==> config.mk <==
export PLATFORM = sky130hd
export DESIGN_NAME = crg_rst_seq
export DESIGN_NICKNAME = d
export VERILOG_FILES = /design/src/rtl/crg_rst_seq.sv
export SDC_FILE = /design/constraint.sdc
export NUM_CORES = 1
export LEC_CHECK = 0
export BUFFER_PORTS_ARGS = -buffer_cell sky130_fd_sc_hd__buf_2
export CAP_MARGIN = 20
export CORE_MARGIN = 8
export CORE_UTILIZATION = 60
export CTS_BUF_LIST = sky130_fd_sc_hd__clkbuf_8
export CTS_CLUSTER_DIAMETER = 40
export DETAILED_ROUTE_END_ITERATION = 8
export PLACE_DENSITY = 0.83
export SLEW_MARGIN = 20
export SYNTH_ARGS = -nofsm -noshare
export SYNTH_HDL_FRONTEND = slang
export SYNTH_SLANG_ARGS = --single-unit
==> constraint.sdc <==
create_clock -name ref_clk_i -period 2.8 [get_ports ref_clk_i]
set_clock_uncertainty 0.15 [all_clocks]
set_input_delay 0.42 -clock ref_clk_i [delete_from_list [all_inputs] [get_ports ref_clk_i]]
set_output_delay 0.42 -clock ref_clk_i [all_outputs]
set_load 0.005 [all_outputs]
==> src/rtl/crg_rst_seq.sv <==
// Reset release sequencer: holds each channel reset for HOLD cycles after a request, then releases in parallel or staged order.
// Latency: rst_no[k] rises HOLD+1 edges after the last request/reset edge (parallel); staged releases are GAP cycles apart.
// Backpressure: none; rst_req_i overrides every transition. CRG_RST_SEQ_STUCK_EN adds sticky stuck-request flags.
module crg_rst_seq #(
  parameter int N           = 8,
  parameter int HOLD        = 1295,
  parameter int GAP         = 16,
  parameter int STUCK_LIMIT = 4096
) (
  input  logic         ref_clk_i,
  input  logic         rst_ni,
  input  logic [N-1:0] rst_req_i,
  input  logic         seq_en_i,
  output logic [N-1:0] rst_no,
  output logic         busy_o,
  output logic [N-1:0] stuck_o
);

  localparam int CW = $clog2(HOLD);
  localparam int GW = $clog2(GAP + 1);
  localparam logic [CW-1:0] HOLD_LAST = CW'(HOLD - 1);
  localparam logic [GW-1:0] GAP_LOAD  = GW'(GAP - 1);

  typedef enum logic [1:0] {
    ST_ASSERT = 2'd0,
    ST_WAIT   = 2'd1,
    ST_RUN    = 2'd2
  } chan_state_e;

  // Refuse to elaborate with parameters that would break the counter sizing.
  if (N < 1 || HOLD < 2 || GAP < 1 || STUCK_LIMIT < 1) begin : g_param_check
    $error("crg_rst_seq: illegal parameter combination");
  end

  chan_state_e   st_q  [N];
  chan_state_e   st_d  [N];
  logic [CW-1:0] cnt_q [N];
  logic [CW-1:0] cnt_d [N];
  logic [GW-1:0] gap_q;
  logic [GW-1:0] gap_d;
  logic [N-1:0]  grant;
  logic [N-1:0]  run_d;
  logic          staged_grant;

  // Grant selection: all WAIT channels in parallel mode; in staged mode only the
  // lowest WAIT channel whose lower neighbours are all RUN, and only once the gap
  // counter has drained. A channel requesting this cycle is never granted.
  always_comb begin
    logic lower_clear;
    grant       = '0;
    lower_clear = 1'b1;
    for (int k = 0; k < N; k++) begin
      if (st_q[k] == ST_WAIT && !rst_req_i[k]) begin
        if (!seq_en_i) begin
          grant[k] = 1'b1;
        end else if (lower_clear && gap_q == '0) begin
          grant[k] = 1'b1;
        end
      end
      if (st_q[k] != ST_RUN) begin
        lower_clear = 1'b0;
      end
    end
    staged_grant = seq_en_i && (|grant);
  end

  // Gap counter: reload on a staged grant, otherwise count down and park at 0.
  always_comb begin
    gap_d = gap_q;
    if (staged_grant) begin
      gap_d = GAP_LOAD;
    end else if (gap_q != '0) begin
      gap_d = gap_q - 1'b1;
    end
  end

  // Per-channel next state; a request wins over every other transition.
  always_comb begin
    for (int k = 0; k < N; k++) begin
      st_d[k]  = st_q[k];
      cnt_d[k] = cnt_q[k];
      if (rst_req_i[k]) begin
        st_d[k]  = ST_ASSERT;
        cnt_d[k] = '0;
      end else begin
        case (st_q[k])
          ST_ASSERT: begin
            if (cnt_q[k] == HOLD_LAST) begin
              st_d[k] = ST_WAIT;
            end else begin
              cnt_d[k] = cnt_q[k] + 1'b1;
            end
          end
          ST_WAIT: begin
            if (grant[k]) begin
              st_d[k] = ST_RUN;
            end
          end
          ST_RUN:  st_d[k] = ST_RUN;
          default: st_d[k] = ST_ASSERT;
        endcase
      end
      run_d[k] = (st_d[k] == ST_RUN);
    end
  end

  // State, counters and registered outputs; outputs reflect the next state.
  always_ff @(posedge ref_clk_i) begin
    if (!rst_ni) begin
      for (int k = 0; k < N; k++) begin
        st_q[k]  <= ST_ASSERT;
        cnt_q[k] <= '0;
      end
      gap_q  <= '0;
      rst_no <= '0;
      busy_o <= 1'b1;
    end else begin
      for (int k = 0; k < N; k++) begin
        st_q[k]  <= st_d[k];
        cnt_q[k] <= cnt_d[k];
      end
      gap_q  <= gap_d;
      rst_no <= run_d;
      busy_o <= ~(&run_d);
    end
  end

`ifdef CRG_RST_SEQ_STUCK_EN
  localparam int SW = $clog2(STUCK_LIMIT + 1);
  localparam logic [SW-1:0] STUCK_MAX  = SW'(STUCK_LIMIT);
  localparam logic [SW-1:0] STUCK_PREV = SW'(STUCK_LIMIT - 1);

  logic [SW-1:0] stk_cnt_q [N];
  logic [N-1:0]  stuck_q;

  // Count consecutive request cycles (saturating); flag latches until rst_ni.
  always_ff @(posedge ref_clk_i) begin
    if (!rst_ni) begin
      for (int k = 0; k < N; k++) begin
        stk_cnt_q[k] <= '0;
      end
      stuck_q <= '0;
    end else begin
      for (int k = 0; k < N; k++) begin
        if (rst_req_i[k]) begin
          if (stk_cnt_q[k] != STUCK_MAX) begin
            stk_cnt_q[k] <= stk_cnt_q[k] + 1'b1;
          end
          if (stk_cnt_q[k] >= STUCK_PREV) begin
            stuck_q[k] <= 1'b1;
          end
        end else begin
          stk_cnt_q[k] <= '0;
        end
      end
    end
  end

  assign stuck_o = stuck_q;
`else
  assign stuck_o = '0;
`endif

endmodule

Word level (Yosys, flattened, before mapping)
Memory sizes are Yosys's and may differ from the RTL's.
Cells that the tools add are included.
{"block": "totals", "regBits": 14, "ram_bits": 104, "input_bits": 11, "output_inout_bits": 17, "word_cells": 217, "memories": 2}
{"memory": "cnt_q", "depth": 8, "width": 11, "read_ports": 8, "rd_ports_with_merged_regs": 0, "write_ports": 8, "line_no": "37", "text": "logic [CW-1:0] cnt_q [N];"}
{"memory": "st_q", "depth": 8, "width": 2, "read_ports": 8, "rd_ports_with_merged_regs": 0, "write_ports": 8, "line_no": "35", "text": "chan_state_e st_q [N];"}
{"block": "op_classes", "n_addsub": 9, "n_eq_ne": 39, "n_mux": 107, "bitwise": 18, "reduce_logical": 38}
{"cell": "$mux 11", "count": 32}
{"cell": "$add 11x1->11 const B", "count": 8}
{"cell": "$eq 11x11->1 const B", "count": 8}
{"cell": "$mux 2", "count": 32}
{"cell": "$pmux 2 s3", "count": 8}
{"cell": "$mux 1", "count": 33}
{"cell": "$eq 2x2->1 const B", "count": 16}
{"cell": "$eq 2x1->1 const B", "count": 8}
{"cell": "$logic_and 1x1->1", "count": 16}
{"cell": "$logic_not 2->1", "count": 8}
{"cell": "$or 1x1->1", "count": 16}
{"cell": "$ne 2x2->1 const B", "count": 7}
{"cell": "$logic_not 1->1", "count": 8}
{"cell": "$mux 4", "count": 2}
{"cell": "$reduce_and 8->1", "count": 1}
{"cell": "$reduce_or 8->1", "count": 1}
{"cell": "$logic_not 5->1", "count": 1}
{"cell": "$reduce_bool 5->1", "count": 1}
{"cell": "$sub 5x1->5 const B", "count": 1}
{"cell": "$not 1->1", "count": 2}
{"cell": "$reduce_bool 2->1", "count": 1}
{"cell": "$reduce_or 2->1", "count": 1}

Longest topological paths before layout
An unclocked memory read counts as a cell.
{"block": "depth", "ltp_word": 19, "mapped_depth": 8}

Worst setup path after synthesis
OpenSTA, ideal clock, no wires.
{"block": "synth_path", "path_type": "flip-flop to flip-flop", "start": "register gap_q[0]", "end": "register busy_o", "t_arrival_ns": 1.847, "required_ns": 2.507, "path_slack_ns": 0.660, "path_stages_with_launch": 9, "n_path_buf": 1, "synth_period_minus_slack_ns": 2.140, "path_cell_list": "dfxtp_1 -> inv_1 -> ha_1 -> or4b_1 -> buf_2 -> o31ai_2 -> a31oi_1 -> a221oi_1 -> nand4_1"}
{"block": "synth_between", "elab_chain_len": 11, "elab_cells_between_ends": 66, "classes_between": "eq/ne (8); mux (48); bitwise (1); reduce/logical (9)"}
{"element": "start: declaration", "line_no": "39", "text": "logic [GW-1:0] gap_q;"}
{"element": "start signal: assignment", "line_no": "122", "text": "gap_q <= gap_d;"}
{"element": "$logic_not 5->1 (*)", "line_no": "56", "text": "end else if (lower_clear && gap_q == '0) begin"}
{"element": "$logic_and 1x1->1", "line_no": "56"}
{"element": "$mux 1", "line_no": "56"}
{"element": "$mux 1", "line_no": "54", "text": "if (!seq_en_i) begin"}
{"element": "$mux 1", "line_no": "53", "text": "if (st_q[k] == ST_WAIT && !rst_req_i[k]) begin"}
{"element": "$mux 2", "line_no": "95", "text": "if (grant[k]) begin"}
{"element": "$pmux 2 s3", "line_no": "86", "text": "case (st_q[k])"}
{"element": "$mux 2", "line_no": "82", "text": "if (rst_req_i[k]) begin"}
{"element": "$eq 2x2->1", "line_no": "103", "text": "run_d[k] = (st_d[k] == ST_RUN);"}
{"element": "$reduce_and 8->1 (*)", "line_no": "124", "text": "busy_o <= ~(&run_d);"}
{"element": "$not 1->1 (*)", "line_no": "124"}
{"element": "end signal: assignment", "line_no": "124"}
{"element": "end: declaration", "line_no": "15", "text": "output logic busy_o,"}
Mark *: on every way between the ends. The rest lies on a longest branch, timed or not.
A chain may end at the register's enable or synchronous reset.

Worst setup path in the final report
Same ends and word-level chain as after synthesis.

==> reports/metrics.cfg <==
[outcome]
outcome = finished, final reports clean

[grt]
grt_start_max_net_pins = 23
global_route.usage.total = 0.180
overflow = 0
global_route_wire_length_before_repair_um = 19300
grt_antenna_before_repair = 0
number_of_global_route_vias_before_repair = 4492

[timing]
finalSetupViolCount = 0
slew_headroom = 0.458
finalCriticalPeriod_ps = 2410
clock.fmax_mhz = 414
final.period_utilization = 0.862
setup_total_negative_slack_ps = 0
slew_viol_final = 0
hold_viol = 0
timing_worst_slew_pin_value_ps = 793
grt_setup_unrepaired = false

[clock_network]
post_cts_resize_count = 0
clk_root_buffer_cell = clkbuf_8
insertion_delay_ps = 440
htree_num_levels = 4
cts.hold.buffers_added = 0
cts_setup_buffers = 0
worst_setup_hold_path_clk_slew_ps = 70
cts_tree = done
cts_made_buffers = 17
tritoncts_num_sinks = 118
clockBufferDepth = 2

[die]
placeableCoreArea_um2 = 9280
die_width_um = 114
design.portCount = 28
floorplan.die_area_um2 = 13000
number_of_standard_cell_rows_in_the_floorplan = 35
floorplan.initialDensity = 0.621
die_y_um = 114

[power]
total_power_uw = 3700
peakVddDrop_uv = 412
sw_frac_of_total = 0.278
clock_power_share = 0.414
power.static_leakage_uw = 0.00229
power_density_nw_per_um2 = 582
internal_power_uw = 2670
combinational_group_share_of_total_power = 0.108
netsw_uw = 1030
share_seq_of_total_power = 0.478

[finish]
post_route_cells_drive_above_1_share = 0.0986
fill_cells = 737
num_antenna_cells = 0
area_growth_syn_to_layout_pct = 10.2
finalNetCount = 716

[detailed_routing]
detail_route.wl_per_cell_um = 13.9
detailedRoute.firstIterationViolations = 274
drt_wl_total_um = 11500
vias = 4778
detail_route.vias_per_cell = 5.76
firstDrtPassIters = 5
drtAntennaViolNets = 0
drc = 0

[hold_path]
timing.hold.worst.class = in2reg
holdCritStartpoint = rst_req_i[4]
hold-path-endpoint = st_q[1][1]$_SDFF_PN0_
min_delay_path_depth = 2

[synth]
synth_edf_count = 0
netlist-cell-type-count = 56
dominantRegCellSynth = dfxtp_1
synth_async_sr_flop_share = 0
synth-seq-cells = 118
yosysWarningCount = 0
syn-instance-count = 662
seq_area_frac_synth = 0.410
netlist_area_before_placement_um2 = 5770
syn_area_per_cell_um2 = 8.71

[setup_path]
reg2reg_depth = 7
worst-endpoint-required_ps = 2950
critPathTopFamily = compound AO/OA/AOI/OAI gates
cp.depth = 7
critical_path.max_fanout = 8
setup.worst_path.start_class = flip-flop
reg2reg_slack_ps = 390
worstReg2RegStart = gap_q[0]$_SDFFE_PN0P_
critPathKind = reg2reg
critical_path_sink_type = flip-flop
path_cells = inv_1, ha_1, or4b_1, o31ai_2, a31oi_1, a221oi_1, nand4_1
r2r-end = busy_o$_SDFF_PN1_
crit_arrival_ps = 2560
critical-path-slowest-cell = or4b_1
critPathMaxStageDelay_ps = 630
worstPathBufferInverterCount = 1

[placement]
dp_hpwl_um = 8100
final_weighted_congestion_of_routability_driven_global_placement = 0.834
port-buffer-count = 19

[run]
max-cap-violations = 0

layer usage:
metal | vias to the layer above | routed length [um] | GRT usage
li1 | 2393 | - | -
met1 | 2251 | 5110 | 0.200
met2 | 103 | 5720 | 0.313
met3 | 31 | 490 | 0.0539
met4 | 0 | 229 | 0.0772
met5 | - | 0 | 0
worst reg2reg max path, stage by stage (launching register included):
cell and delay (ps):
dfxtp_1 330, inv_1 80, ha_1 190, or4b_1 630, o31ai_2 380, a31oi_1 180
a221oi_1 230, nand4_1 110
worst max-delay path by stage:
stage                               start           endpoint
detailed placement  gap_q[0]$_SDFFE_PN0P_  busy_o$_SDFF_PN1_
finish              gap_q[0]$_SDFFE_PN0P_  busy_o$_SDFF_PN1_
CTS                 gap_q[0]$_SDFFE_PN0P_  busy_o$_SDFF_PN1_
floorplan           gap_q[0]$_SDFFE_PN0P_  busy_o$_SDFF_PN1_
global route        gap_q[0]$_SDFFE_PN0P_  busy_o$_SDFF_PN1_
global placement    gap_q[0]$_SDFFE_PN0P_  busy_o$_SDFF_PN1_
metrics by stage:
step                std cells   util  hold slack [ps]  instance area, um^2  setup WS (ps)
floorplan                 669      -              303                 5790            660
global placement          797  0.642              313                 5960            514
detailed placement        797  0.642              325                 5960            446
CTS                       829  0.684             41.9                 6350            421
global route              829  0.684             47.7                 6350            176
finish                    829  0.684             61.4                 6350            385
placed cells by master, fill, tap and decap left out, types with 5 or more instances in the layout:
| cell | count |
|---|---|
| dfxtp_1 | 118 |
| nor2_1 | 90 |
| xor2_1 | 49 |
| nand2_1 | 39 |
| a21oi_1 | 35 |
| nand4_1 | 35 |
| inv_1 | 29 |
| o21ai_0 | 26 |
| buf_2 | 19 |
| xnor2_1 | 18 |
| or3_1 | 18 |
| ha_1 | 18 |
| nand3_1 | 17 |
| clkbuf_8 | 17 |
| nand2b_1 | 15 |
| and3_1 | 12 |
| nor3_1 | 11 |
| and2_1 | 10 |
| a211oi_1 | 10 |
| nor4bb_1 | 8 |
| conb_1 | 8 |
| nor4_1 | 6 |
| a31oi_1 | 6 |
| a2111oi_0 | 6 |
| buf_4 | 6 |
| nor4b_1 | 5 |
| or2_1 | 5 |
| and4_1 | 5 |
| clkinvlp_4 | 5 |
power groups by stage:
stage               clock network (uW)  registers [uW]  logic (uW)
global placement                     0            1800         380
CTS                               1550            1770         393
global route                      1630            1770         448
floorplan                            0            1800         338
finish                            1530            1770         399
detailed placement                   0            1810         390
cell type report:
type / count / area (um^2) / share of cell area
sequential: 118 / 2360 / 0.372
tap: 129 / 161 / 0.0254
timing repair buffer: 25 / 140 / 0.0221
clock inverter: 15 / 155 / 0.0244
clock buffer: 17 / 234 / 0.0368
multi-input combinational: 497 / 3190 / 0.503
inverter: 28 / 105 / 0.0165
kinds of logic (layout without fill, tap and decap cells):
family	after synthesis	count (layout)	share of synthesized area
other cells	1	8	0.000650
simple gates	294	294	0.279
mux	5	5	0.00911
buf+inv	54	85	0.0408
compound gates	105	105	0.120
xor+xnor	67	67	0.102
fa+ha+maj	18	18	0.0391
flops	118	118	0.410
registers in the layout, indices dropped and copies added (netlist names):
signal / flops
cnt_q: 88
rst_no: 8
st_q: 16
busy_o: 1
gap_q: 5
Yosys cell counts, types with 2 or more instances:
cell type	number	area (um^2)
clkbuf_1	16	60.1
a41oi_2	3	48.8
a211oi_1	10	75.1
o21ai_0	26	130
dfxtp_1	118	2360
nor4b_1	5	43.8
inv_1	28	105
mux2_2	2	22.5
or2_1	5	31.3
xor2_1	49	429
and4_1	5	43.8
nand2_1	39	146
buf_2	2	10.0
and4b_1	4	40.0
xnor2_1	18	158
nor3b_1	3	22.5
ha_1	18	225
and3_1	12	75.1
nor3_1	11	55.1
or3_1	18	113
buf_4	8	60.1
mux2i_1	3	30.0
and2_1	10	62.6
nor4_1	6	37.5
nor2b_1	3	18.8
nor4bb_1	8	80.1
nand2b_1	15	93.8
nor2_1	90	338
a2111o_1	2	22.5
a311oi_1	4	35.0
a21oi_1	35	175
nand4_1	35	219
nand3_1	17	85.1
a2111oi_0	6	52.6
a211o_1	2	17.5
a31oi_1	6	37.5
Power figures use the tool's default switching activity.
